File: config.mk
export PLATFORM = sky130hd
export DESIGN_NAME = elevator_scheduler
export DESIGN_NICKNAME = d
export VERILOG_FILES = /design/src/rtl/elevator_scheduler.sv
export SDC_FILE = /design/constraint.sdc
export NUM_CORES = 1
export LEC_CHECK = 0
export BUFFER_PORTS_ARGS = -buffer_cell sky130_fd_sc_hd__buf_2
export CORE_ASPECT_RATIO = 0.8
export CORE_MARGIN = 1.5
export CORE_UTILIZATION = 45
export DETAILED_ROUTE_END_ITERATION = 6
export MAX_ROUTING_LAYER = met4
export PLACE_DENSITY = 0.59
export SLEW_MARGIN = 20
export SYNTH_ARGS = -nofsm -noshare
export SYNTH_HDL_FRONTEND = slang
export SYNTH_SLANG_ARGS = --single-unit
File: constraint.sdc
create_clock -name clk -period 2.7 [get_ports clk]
set_input_delay 0.27 -clock clk [delete_from_list [all_inputs] [get_ports clk]]
set_output_delay 0.27 -clock clk [all_outputs]
set_load 0.005 [all_outputs]
File: src/rtl/elevator_scheduler.sv
// elevator_scheduler: SCAN sequencer for a four-floor car.
// Latches one-hot floor requests into a pending set, drives the motor/door
// commands, tracks the car position and reports the floor being served.
module elevator_scheduler #(
    parameter int TRAVEL_CYCLES = 50000000,
    parameter int DOOR_CYCLES   = 100000000
) (
    input  logic       clk,
    input  logic       rst,
    input  logic [3:0] req_onehot,
    output logic [3:0] current_floor,
    output logic [3:0] pending,
    output logic       motor_up,
    output logic       motor_down,
    output logic       door_open,
    output logic [3:0] ctrl_seq,
    output logic       busy
);

    localparam int MAX_CYCLES = (TRAVEL_CYCLES > DOOR_CYCLES) ? TRAVEL_CYCLES : DOOR_CYCLES;
    localparam int CW         = $clog2(MAX_CYCLES);

    localparam logic [CW-1:0] TRAVEL_LAST = CW'(TRAVEL_CYCLES - 1);
    localparam logic [CW-1:0] DOOR_LAST   = CW'(DOOR_CYCLES - 1);

    typedef enum logic [1:0] {
        S_IDLE      = 2'd0,
        S_MOVE_UP   = 2'd1,
        S_MOVE_DOWN = 2'd2,
        S_DOOR_OPEN = 2'd3
    } state_t;

    state_t        r_state;
    state_t        w_state_nxt;
    logic [3:0]    r_floor;
    logic [3:0]    r_pending;
    logic          r_dir_up;
    logic [CW-1:0] r_travel_cnt;
    logic [CW-1:0] r_door_cnt;

    logic [3:0]    w_floor_nxt;
    logic          w_dir_up_nxt;
    logic [3:0]    w_clear;
    logic [3:0]    w_req_eff;
    logic [3:0]    w_floor_sh;
    logic [3:0]    w_above;
    logic [3:0]    w_below;
    logic [3:0]    w_above_lo;
    logic [3:0]    w_below_hi;
    logic [3:0]    w_floor_up;
    logic [3:0]    w_floor_dn;
    logic          w_moving;
    logic          w_travel_done;
    logic          w_door_done;

    // Pending requests split around the car; the floor is one-hot, so
    // (floor << 1) - 1 masks the car floor and everything below it.
    always_comb begin
        w_floor_sh    = r_floor << 1;
        w_above       = r_pending & ~(w_floor_sh - 4'd1);
        w_below       = r_pending & (r_floor - 4'd1);
        w_above_lo    = w_above & (~w_above + 4'd1);
        w_floor_up    = {r_floor[2:0], 1'b0};
        w_floor_dn    = {1'b0, r_floor[3:1]};
        w_moving      = (r_state == S_MOVE_UP) || (r_state == S_MOVE_DOWN);
        w_travel_done = w_moving && (r_travel_cnt == TRAVEL_LAST);
        w_door_done   = (r_state == S_DOOR_OPEN) && (r_door_cnt == DOOR_LAST);
        // The door is already open at the car floor, so that request is dropped.
        w_req_eff     = req_onehot & ~((r_state == S_DOOR_OPEN) ? r_floor : 4'h0);
    end

    // Highest pending floor below the car (next stop when heading down).
    always_comb begin
        w_below_hi = 4'h0;
        for (int i = 0; i < 4; i++) begin
            if (w_below[i]) begin
                w_below_hi    = 4'h0;
                w_below_hi[i] = 1'b1;
            end
        end
    end

    // State register.
    always_ff @(posedge clk) begin
        if (rst) r_state <= S_IDLE;
        else     r_state <= w_state_nxt;
    end

    // Next-state logic: SCAN decision in IDLE, arrival checks while moving.
    always_comb begin
        w_state_nxt  = r_state;
        w_floor_nxt  = r_floor;
        w_dir_up_nxt = r_dir_up;
        w_clear      = 4'h0;
        case (r_state)
            S_IDLE: begin
                if ((r_pending & r_floor) != 4'h0) begin
                    w_state_nxt = S_DOOR_OPEN;
                    w_clear     = r_floor;
                end else if ((w_above != 4'h0) && (r_dir_up || (w_below == 4'h0))) begin
                    w_state_nxt  = S_MOVE_UP;
                    w_dir_up_nxt = 1'b1;
                end else if (w_below != 4'h0) begin
                    w_state_nxt  = S_MOVE_DOWN;
                    w_dir_up_nxt = 1'b0;
                end
            end
            S_MOVE_UP: begin
                if (w_travel_done) begin
                    w_floor_nxt = w_floor_up;
                    if ((r_pending & w_floor_up) != 4'h0) begin
                        w_state_nxt = S_DOOR_OPEN;
                        w_clear     = w_floor_up;
                    end
                end
            end
            S_MOVE_DOWN: begin
                if (w_travel_done) begin
                    w_floor_nxt = w_floor_dn;
                    if ((r_pending & w_floor_dn) != 4'h0) begin
                        w_state_nxt = S_DOOR_OPEN;
                        w_clear     = w_floor_dn;
                    end
                end
            end
            S_DOOR_OPEN: begin
                if (w_door_done) w_state_nxt = S_IDLE;
            end
            default: w_state_nxt = S_IDLE;
        endcase
    end

    // Position, direction and pending set; clear beats a same-cycle request.
    always_ff @(posedge clk) begin
        if (rst) begin
            r_floor   <= 4'h1;
            r_dir_up  <= 1'b1;
            r_pending <= 4'h0;
        end else begin
            r_floor   <= w_floor_nxt;
            r_dir_up  <= w_dir_up_nxt;
            r_pending <= (r_pending | w_req_eff) & ~w_clear;
        end
    end

    // Segment and door timers, each held at zero outside its own state.
    always_ff @(posedge clk) begin
        if (rst) begin
            r_travel_cnt <= '0;
            r_door_cnt   <= '0;
        end else begin
            r_travel_cnt <= (w_moving && !w_travel_done) ? r_travel_cnt + 1'b1 : '0;
            r_door_cnt   <= ((r_state == S_DOOR_OPEN) && !w_door_done) ? r_door_cnt + 1'b1 : '0;
        end
    end

    // Output decode from the registered state, position and pending set.
    always_comb begin
        motor_up      = (r_state == S_MOVE_UP);
        motor_down    = (r_state == S_MOVE_DOWN);
        door_open     = (r_state == S_DOOR_OPEN);
        current_floor = r_floor;
        pending       = r_pending;
        busy          = (r_state != S_IDLE) || (r_pending != 4'h0);
        case (r_state)
            S_MOVE_UP:   ctrl_seq = w_above_lo;
            S_MOVE_DOWN: ctrl_seq = w_below_hi;
            S_DOOR_OPEN: ctrl_seq = r_floor;
            default:     ctrl_seq = 4'h0;
        endcase
    end

endmodule
==> results.py, run 1 <==
metrics = {
    "outcome": {
        "status": "completed",
    },
    "floorplan": {
        "die_area_um2": 8220,
        "fp.coreArea_um2": 7430,
        "dieHeight_um": 81.4,
        "die_width_um": 101,
        "io_pins": 22,
        "start_util_pct": 46.5,
        "rows": 28,
    },
    "synthesis": {
        "synthTopCellsByArea": "dfxtp_1, nor2_1, xor2_1, xnor2_1, nand4_1",
        "synth_seq_cells": 65,
        "ys_async_sr_fraction_pct": 0,
        "syn_inst": 407,
        "yosysUniqueCellTypes": 56,
        "synth_edf_count": 0,
        "yosys_warnings": 0,
        "synth_nets": 421,
        "synth_top_cell_by_area": "dfxtp_1",
        "netlist_area_um2": 3460,
        "ys_seq_area_share_pct": 37.7,
        "synth.avg_cell_area_um2": 8.49,
        "ys_dominant_reg_cell": "dfxtp_1",
        "yosys.area.top_type_share_pct": 37.7,
    },
    "power_and_ir_drop": {
        "swShare_pct": 35.3,
        "switchingPower_mw": 0.988,
        "p_clk_share_pct": 31.2,
        "comb_power_share_pct": 29.8,
        "irDropWorstVdd_mv": 0.277,
        "power_density_nw_per_um2": 726,
        "seqPwrFrac_pct": 39.0,
        "power_mw": 2.80,
        "p_leak_nw": 1.28,
        "internal-power_mw": 1.81,
    },
    "critical_path": {
        "critPathLaunchType": "flop",
        "critical_path.endpoint_type": "output port",
        "r2r_setup_slack_ns": 0.45,
        "cp.required_ns": 2.43,
        "reg2reg_depth": 6,
        "reg2reg_from": "r_door_cnt[0]$_SDFF_PP0_",
        "reg2reg_to": "r_state[0]$_SDFFE_PP0P_",
        "path_max_fanout": 6,
        "crit_type": "reg -> out",
        "cp.arrival_ns": 2.02,
    },
    "timing": {
        "relSlewSlack_pct": 45.6,
        "min_period_over_period_pct": 85.0,
        "maxSlewViolCount": 0,
        "rsz0062_at_grt": "false",
        "fin_ws_ns": 0.406,
        "fin_crit_ns": 2.29,
        "tightest_slew_ns": 0.810,
        "skew_ns": 0.0108,
        "hold_viol": 0,
        "fin_setup_tns_ns": 0,
        "fmax_mhz": 436,
        "setup_viol": 0,
    },
    "min_path": {
        "hp-class": "in -> reg",
        "hold_path_end": "pending[2]$_SDFF_PP0_",
        "hp-start": "req_onehot[2]",
        "holdPathStages": 3,
    },
    "cts": {
        "cts_resized": 0,
        "cts_made_buffers": 9,
        "path_clk_slew_ns": 0.07,
        "cts_tree": "built",
        "cts.sinks": 65,
        "cts-root-buf": "clkbuf_8",
        "cts_hold_buf": 0,
        "clock_tree.buffer_depth": 2,
        "clkLatencyLatePin_ns": 0.34,
        "cts_setup_buffers": 0,
        "htreeDepth": 3,
    },
    "run": {
        "cap_violations": 0,
    },
    "cells_and_area": {
        "drive_above_1_share_pct": 13.7,
        "nNetsFinal": 440,
        "final_cell_mix": "nor2_1, dfxtp_1, nand2_1",
        "final_common_cell": "nor2_1",
        "fill_cells": 733,
        "antennaDiodeCount": 0,
        "area_growth_pct": 11.6,
        "fin_util_pct": 51.9,
    },
    "placed_design": {
        "port_buffers": 21,
        "place_congestion": 0.794,
        "dp_slack_ns": 0.456,
        "hpwl_mm": 4.92,
    },
    "global_route": {
        "first_global_vias": 2539,
        "grt_pass1_wl_mm": 11.9,
        "antenna_found_initial": 0,
        "grt_remaining_overflow": 0,
        "grt_max_degree": 28,
        "grtUsageTotal_pct": 19.0,
    },
    "drt": {
        "drc": 0,
        "drt-initial-drc-count": 92,
        "wl_per_cell_um": 13.4,
        "drt-pass1-iter-count": 6,
        "detail-route-antenna-nets": 0,
        "vias": 2845,
        "drt_wl_total_mm": 7.21,
        "vias_per_cell": 5.31,
    },
}
state kept, by name, summed over array words and instances, names as in the netlist:
name	flops
r_door_cnt	27
r_dir_up	1
r_travel_cnt	27
current_floor	4
pending	4
r_state	2
critical path: stages (launching register included):
cell      delay, ns
dfxtp_1        0.33
inv_1          0.07
ha_1           0.23
xor2_1         0.17
a221oi_2       0.46
nand3_1        0.13
a31oi_1        0.17
buf_2          0.14
power groups by stage:
stage               registers, mW  logic [mW]  clock network (mW)
global route                 1.10       0.927               0.941
floorplan                    1.09       0.616                   0
CTS                          1.09       0.834               0.903
detailed placement           1.11       0.828                   0
finish                       1.09       0.836               0.874
global placement             1.11       0.821                   0
how the worst max path moves through the flow:
stage / startpoint / endpoint / cells after the start
floorplan: current_floor[0]$_SDFFE_PP1P_ / r_state[0]$_SDFFE_PP0P_ / 8
global placement: r_door_cnt[0]$_SDFF_PP0_ / r_state[0]$_SDFFE_PP0P_ / 6
detailed placement: r_door_cnt[0]$_SDFF_PP0_ / r_state[0]$_SDFFE_PP0P_ / 6
CTS: current_floor[0]$_SDFFE_PP1P_ / ctrl_seq[1] / 7
global route: current_floor[0]$_SDFFE_PP1P_ / ctrl_seq[1] / 7
finish: current_floor[0]$_SDFFE_PP1P_ / ctrl_seq[1] / 7
synth_stat cells (5+ instances only):
cell,n
nand2_1,31
clkbuf_1,13
a21oi_1,12
ha_1,8
dfxtp_1,65
nor2_1,71
xnor2_1,23
and4_1,6
a211oi_1,5
inv_1,12
and3_1,6
nor2b_1,7
xor2_1,29
nand4_1,24
nor3_1,6
nand3_1,17
layer usage:
| metal | GRT usage (%) | part of all wire, % | vias to the layer above | wire (um) |
|---|---|---|---|---|
| met5 | - | 0 | - | 0 |
| met1 | 24.5 | 52 | 1320 | 3760 |
| met4 | 4.17 | 0.54 | 0 | 39 |
| met2 | 29.7 | 44 | 49 | 3160 |
| li1 | - | - | 1471 | - |
| met3 | 5.42 | 3.5 | 5 | 249 |
final cells by class:
type | instances | area (um^2) | share of cell area, %
Multi-Input combinational cell | 310 | 2010 | 52.1
Sequential cell | 65 | 1300 | 33.7
Timing Repair Buffer | 28 | 158 | 4.09
Clock buffer | 10 | 138 | 3.57
Tap cell | 105 | 131 | 3.41
Clock inverter | 6 | 73.8 | 1.91
Inverter | 12 | 45.0 | 1.17
logic make-up (layout without fill, tap and decap cells):
kind of cell | count (synthesis) | after routing | synth area share [%]
mux | 4 | 4 | 1.19
flops | 65 | 65 | 37.7
simple gates | 198 | 198 | 30.3
buf+inv | 32 | 56 | 4.16
xor+xnor | 52 | 52 | 13.2
compound gates | 48 | 48 | 10.6
fa+ha+maj | 8 | 8 | 2.90
stage by stage:
step	std cells	hold slack (ns)	cell area [um^2]
detailed placement	520	0.443	3650
floorplan	407	0.418	3460
global route	536	0.293	3860
finish	536	0.278	3860
global placement	520	0.431	3650
CTS	536	0.276	3860
Power figures use the tool's default switching activity.
==> run 2, diff against run 1 <==
- clock period: 2.7 -> 2.3 ns (I/O delays scaled with it)
==> run 2 against run 1 <==
  * Sequential power up 18%
  * Total power grew 21%
  * Flip-flop and latch count stayed put
  * Worst hold slack worse by 0.040 ns
  * Via count grew 1.3%
  * Critical path type unchanged
  * Highest routed layer unchanged
==> results.py, run 2 (synthesized netlist as in run 1, its figures left out) <==
metrics = {
    "outcome": {
        "status": "completed",
    },
    "cts": {
        "cts-root-buf": "clkbuf_8",
        "cts_made_buffers": 9,
        "htreeDepth": 3,
        "path_clk_slew_ns": 0.08,
        "cts_hold_buf": 0,
        "cts_tree": "built",
        "clkLatencyLatePin_ns": 0.34,
        "clock_tree.buffer_depth": 2,
        "cts.sinks": 65,
    },
    "global_route": {
        "grtUsageTotal_pct": 19.8,
        "grt_max_degree": 28,
        "first_global_vias": 2624,
        "grt_remaining_overflow": 0,
        "antenna_found_initial": 0,
        "grt_pass1_wl_mm": 12.4,
    },
    "floorplan": {
        "io_pins": 22,
        "dieHeight_um": 81.4,
        "die_width_um": 101,
        "fp.coreArea_um2": 7430,
        "die_area_um2": 8220,
        "rows": 28,
        "start_util_pct": 46.5,
    },
    "power_and_ir_drop": {
        "power_mw": 3.40,
        "p_leak_nw": 1.35,
        "irDropWorstVdd_mv": 0.408,
        "power_density_nw_per_um2": 853,
    },
    "timing": {
        "hold_viol": 0,
        "fmax_mhz": 461,
        "relSlewSlack_pct": 60.0,
        "tightest_slew_ns": 0.595,
        "maxSlewViolCount": 0,
        "fin_ws_ns": 0.130,
        "setup_viol": 0,
        "rsz0062_at_grt": "false",
        "min_period_over_period_pct": 94.3,
        "skew_ns": 0.0115,
        "fin_setup_tns_ns": 0,
        "fin_crit_ns": 2.17,
    },
    "cells_and_area": {
        "final_common_cell": "nor2_1",
        "antennaDiodeCount": 0,
        "final_cell_mix": "nor2_1, dfxtp_1, nand2_1",
        "multi_input_area_um2": 2020,
        "drive_above_1_share_pct": 16.9,
        "fill_cells": 728,
        "ff_latch_area_um2": 1300,
        "top_regs": "r_door_cnt x27, r_travel_cnt x27",
        "design_area_um2": 3990,
        "area_growth_pct": 15.4,
        "nNetsFinal": 452,
        "fin_util_pct": 53.7,
    },
    "critical_path": {
        "crit_top_cell": "buf_4",
        "cp_cell_sequence": "buf_4 -> o311a_1 -> a221oi_2 -> buf_4 -> nand4b_1 -> a21oi_1 -> buf_2",
        "critPathLaunchType": "flop",
        "path_max_fanout": 13,
        "crit_type": "reg -> out",
        "crit_slowest_cell": "o311a_1",
        "cp_num_buf_inv": 3,
        "critical_path.endpoint_type": "output port",
        "cp.required_ns": 2.07,
        "cpPeakStageDelay_ns": 0.34,
        "cp_top_family": "compound AO/OA/AOI/OAI gates",
        "cp.arrival_ns": 1.94,
    },
    "run": {
        "cap_violations": 0,
    },
    "placed_design": {
        "port_buffers": 21,
        "place_area_um2": 3750,
        "dp_slack_ns": 0.115,
        "place_congestion": 0.819,
        "hpwl_mm": 5.11,
    },
    "drt": {
        "vias": 2882,
        "detail-route-antenna-nets": 0,
        "drt_wl_total_mm": 7.23,
        "vias_per_cell": 5.26,
        "drt-pass1-iter-count": 4,
        "wl_per_cell_um": 13.2,
        "drc": 0,
        "drt-initial-drc-count": 82,
    },
    "min_path": {
        "hp-class": "in -> reg",
    },
}
run 2: through the flow:
step / instances / hold WS (ns)
after global placement: 531 / 0.433
after CTS: 547 / 0.215
after global routing: 548 / 0.252
after floorplan: 407 / 0.410
final: 548 / 0.237
after detailed placement: 531 / 0.438
run 2: where the power goes:
part           internal, mW  leakage (nW)  switching (mW)  total, mW
clock network         0.609         0.109           0.464       1.07
registers              1.20         0.526          0.0898       1.29
logic                 0.454         0.717           0.588       1.04
run 2: path summary, 6_finish.rpt:
| path | start | end | slack (ns) | cells past startpoint |
|---|---|---|---|---|
| worst min register to register | r_travel_cnt[0]$_SDFF_PP0_ | r_travel_cnt[0]$_SDFF_PP0_ | 0.45 | 1 |
| worst max register to register | r_door_cnt[0]$_SDFF_PP0_ | r_state[0]$_SDFFE_PP0P_ | 0.14 | 6 |
| worst min-delay path | req_onehot[2] | pending[2]$_SDFF_PP0_ | 0.24 | 3 |
| worst max-delay path | current_floor[0]$_SDFFE_PP1P_ | ctrl_seq[0] | 0.13 | 7 |
run 2: timing repair:
item                                    CTS  global route
endpoints found under the setup margin    0             3
buffers inserted                          0             1
resized for setup                         0             4
hold endpoints to repair                  0             0
run 2: worst reg2reg max path, delay by kind of cell (launching register included):
| family | cells | cell delay [ns] |
|---|---|---|
| AO/OA/AOI/OAI | 2 | 0.68 |
| AND/OR/NAND/NOR | 2 | 0.49 |
| flip-flops | 1 | 0.37 |
| multiplexers | 1 | 0.32 |
| adder cells (fa/ha/maj) | 1 | 0.21 |
run 2: routing by layer:
layer / track usage (%) / vias to the layer above / wire [um]
met2: 28.3 / 42 / 3120
met4: 6.11 / 0 / 61
met5: - / - / 0
met1: 27.1 / 1341 / 3810
met3: 5.34 / 8 / 232
li1: - / 1491 / -
run 2: cell type report:
type	count	share of cell area (%)
well taps	105	3.29
clock buffers	9	3.11
flip-flops and latches	65	32.7
repair buffers	40	6.84
clock inverters	7	2.38
multi-input cells	310	50.5
inverters	12	1.13
==> run 3, diff against run 2 <==
- CORE_MARGIN: 1.5 -> 3
- CORE_UTILIZATION: 45 -> 29
- PLACE_DENSITY: 0.59 -> 0.41
==> run 3 against run 2 <==
  * Worst hold slack lost 0.019 ns
  * First-iteration DRC count grew to 3.2 times the previous value
  * Maximum frequency down 0.80%
  * Highest routed layer unchanged
  * Sequential power hardly changed
  * Flip-flop and latch count unchanged
  * Largest power group is now clock
==> results.py, run 3 (synthesized netlist as in run 1, its figures left out) <==
metrics = {
    "floorplan": {
        "io_pins": 22,
        "dieHeight_um": 104,
        "die_width_um": 128,
        "rows": 35,
        "start_util_pct": 29.9,
        "fp.coreArea_um2": 11600,
        "die_area_um2": 13300,
    },
    "min_path": {
        "holdPathStages": 3,
        "hp-start": "req_onehot[1]",
        "hold_path_end": "pending[1]$_SDFF_PP0_",
        "hp-class": "in -> reg",
    },
    "drt": {
        "drt_wl_total_mm": 8.05,
        "wl_per_cell_um": 13.5,
        "detail-route-antenna-nets": 0,
        "vias_per_cell": 4.91,
        "drt-initial-drc-count": 264,
        "vias": 2937,
        "drt-pass1-iter-count": 5,
        "drc": 0,
    },
    "outcome": {
        "status": "completed",
    },
    "cells_and_area": {
        "drive_above_1_share_pct": 18.7,
        "nNetsFinal": 459,
        "top_regs": "r_door_cnt x27, r_travel_cnt x27",
        "fill_cells": 1223,
        "fin_util_pct": 36.6,
        "area_growth_pct": 22.4,
        "antennaDiodeCount": 0,
        "final_cell_mix": "nor2_1, dfxtp_1, nand2_1",
        "design_area_um2": 4230,
        "final_common_cell": "nor2_1",
    },
    "timing": {
        "fin_setup_tns_ns": 0,
        "rsz0062_at_grt": "false",
        "fmax_mhz": 457,
        "min_period_over_period_pct": 95.1,
        "maxSlewViolCount": 0,
        "relSlewSlack_pct": 60.0,
        "hold_viol": 0,
        "setup_viol": 0,
        "tightest_slew_ns": 0.600,
        "skew_ns": 0.0101,
        "fin_crit_ns": 2.19,
    },
    "placed_design": {
        "hpwl_mm": 5.62,
        "place_area_um2": 3840,
        "place_congestion": 0.791,
        "port_buffers": 21,
    },
    "cts": {
        "cts.sinks": 65,
        "cts_made_buffers": 9,
        "cts-root-buf": "clkbuf_16",
        "clock_tree.buffer_depth": 2,
        "htreeDepth": 3,
        "cts_tree": "built",
        "path_clk_slew_ns": 0.05,
        "clkLatencyLatePin_ns": 0.33,
    },
    "power_and_ir_drop": {
        "irDropWorstVdd_mv": 0.374,
        "power_mw": 3.88,
        "power_density_nw_per_um2": 917,
        "p_leak_nw": 1.44,
    },
    "critical_path": {
        "cp.arrival_ns": 1.96,
        "r2r_setup_slack_ns": 0.12,
        "reg2reg_depth": 6,
        "cp.required_ns": 2.07,
        "critPathLaunchType": "flop",
        "path_max_fanout": 4,
        "crit_type": "reg -> out",
        "reg2reg_to": "r_state[0]$_SDFFE_PP0P_",
        "critical_path.endpoint_type": "output port",
        "reg2reg_from": "r_travel_cnt[0]$_SDFF_PP0_",
    },
    "global_route": {
        "grt_remaining_overflow": 0,
        "grtUsageTotal_pct": 13.2,
        "grt_pass1_wl_mm": 14.0,
        "grt_max_degree": 28,
        "antenna_found_initial": 0,
        "first_global_vias": 2828,
    },
    "run": {
        "cap_violations": 0,
    },
}
## run 3: routing by layer
layer	global-route usage, %	wire length, um	vias to the layer above
met1	18.8	4300	1376
li1	-	-	1517
met3	4.23	325	5
met4	3.41	61	0
met2	17.9	3360	39
met5	-	0	-
## run 3: area by class of cell
cell class / count / area (um^2) / share of cell area, %
well taps: 148 / 185 / 4.38
flip-flops and latches: 65 / 1310 / 30.9
clock buffers: 14 / 274 / 6.48
inverters: 12 / 45.0 / 1.06
repair buffers: 47 / 337 / 7.96
multi-input cells: 310 / 2050 / 48.4
clock inverters: 2 / 35.0 / 0.828
## run 3: worst max path at each step
stage	startpoint	endpoint	slack (ns)
global placement	r_travel_cnt[0]$_SDFF_PP0_	r_state[0]$_SDFFE_PP0P_	0.15
global route	current_floor[0]$_SDFFE_PP1P_	ctrl_seq[1]	0.01
detailed placement	r_door_cnt[0]$_SDFF_PP0_	r_state[0]$_SDFFE_PP0P_	0.09
floorplan	current_floor[0]$_SDFFE_PP1P_	r_state[0]$_SDFFE_PP0P_	0.02
finish	current_floor[0]$_SDFFE_PP1P_	ctrl_seq[1]	0.11
CTS	current_floor[2]$_SDFFE_PP0P_	ctrl_seq[1]	0.003
## run 3: timing repair
item	in CTS	in global routing
resized for setup	0	14
buffers inserted	0	4
setup endpoints to repair	0	3
hold buffers	0	0
## run 3: critical path, cell delays in order, from the launching register on
cell and delay (ns):
dfxtp_2 0.33, buf_8 0.12, o311a_1 0.33, a221oi_2 0.25, buf_4 0.19, nand3_2 0.07, a31oi_1 0.21, buf_2 0.14
## run 3: where the power goes
| group | switching, mW | total, mW | internal, mW |
|---|---|---|---|
| Sequential | 0.108 | 1.31 | 1.21 |
| Clock | 0.481 | 1.41 | 0.926 |
| Combinational | 0.626 | 1.16 | 0.529 |
| Total | 1.22 | 3.88 | 2.66 |
## run 3: metrics by stage
stage	instances	setup slack, ns	hold slack, ns
6_report	598	0.113	0.218
5_1_grt	598	0.0110	0.218
4_1_cts	594	0.00291	0.209
3_5_place_dp	578	0.0882	0.445
3_3_place_gp	578	0.149	0.434
2_1_floorplan	407	0.0224	0.410
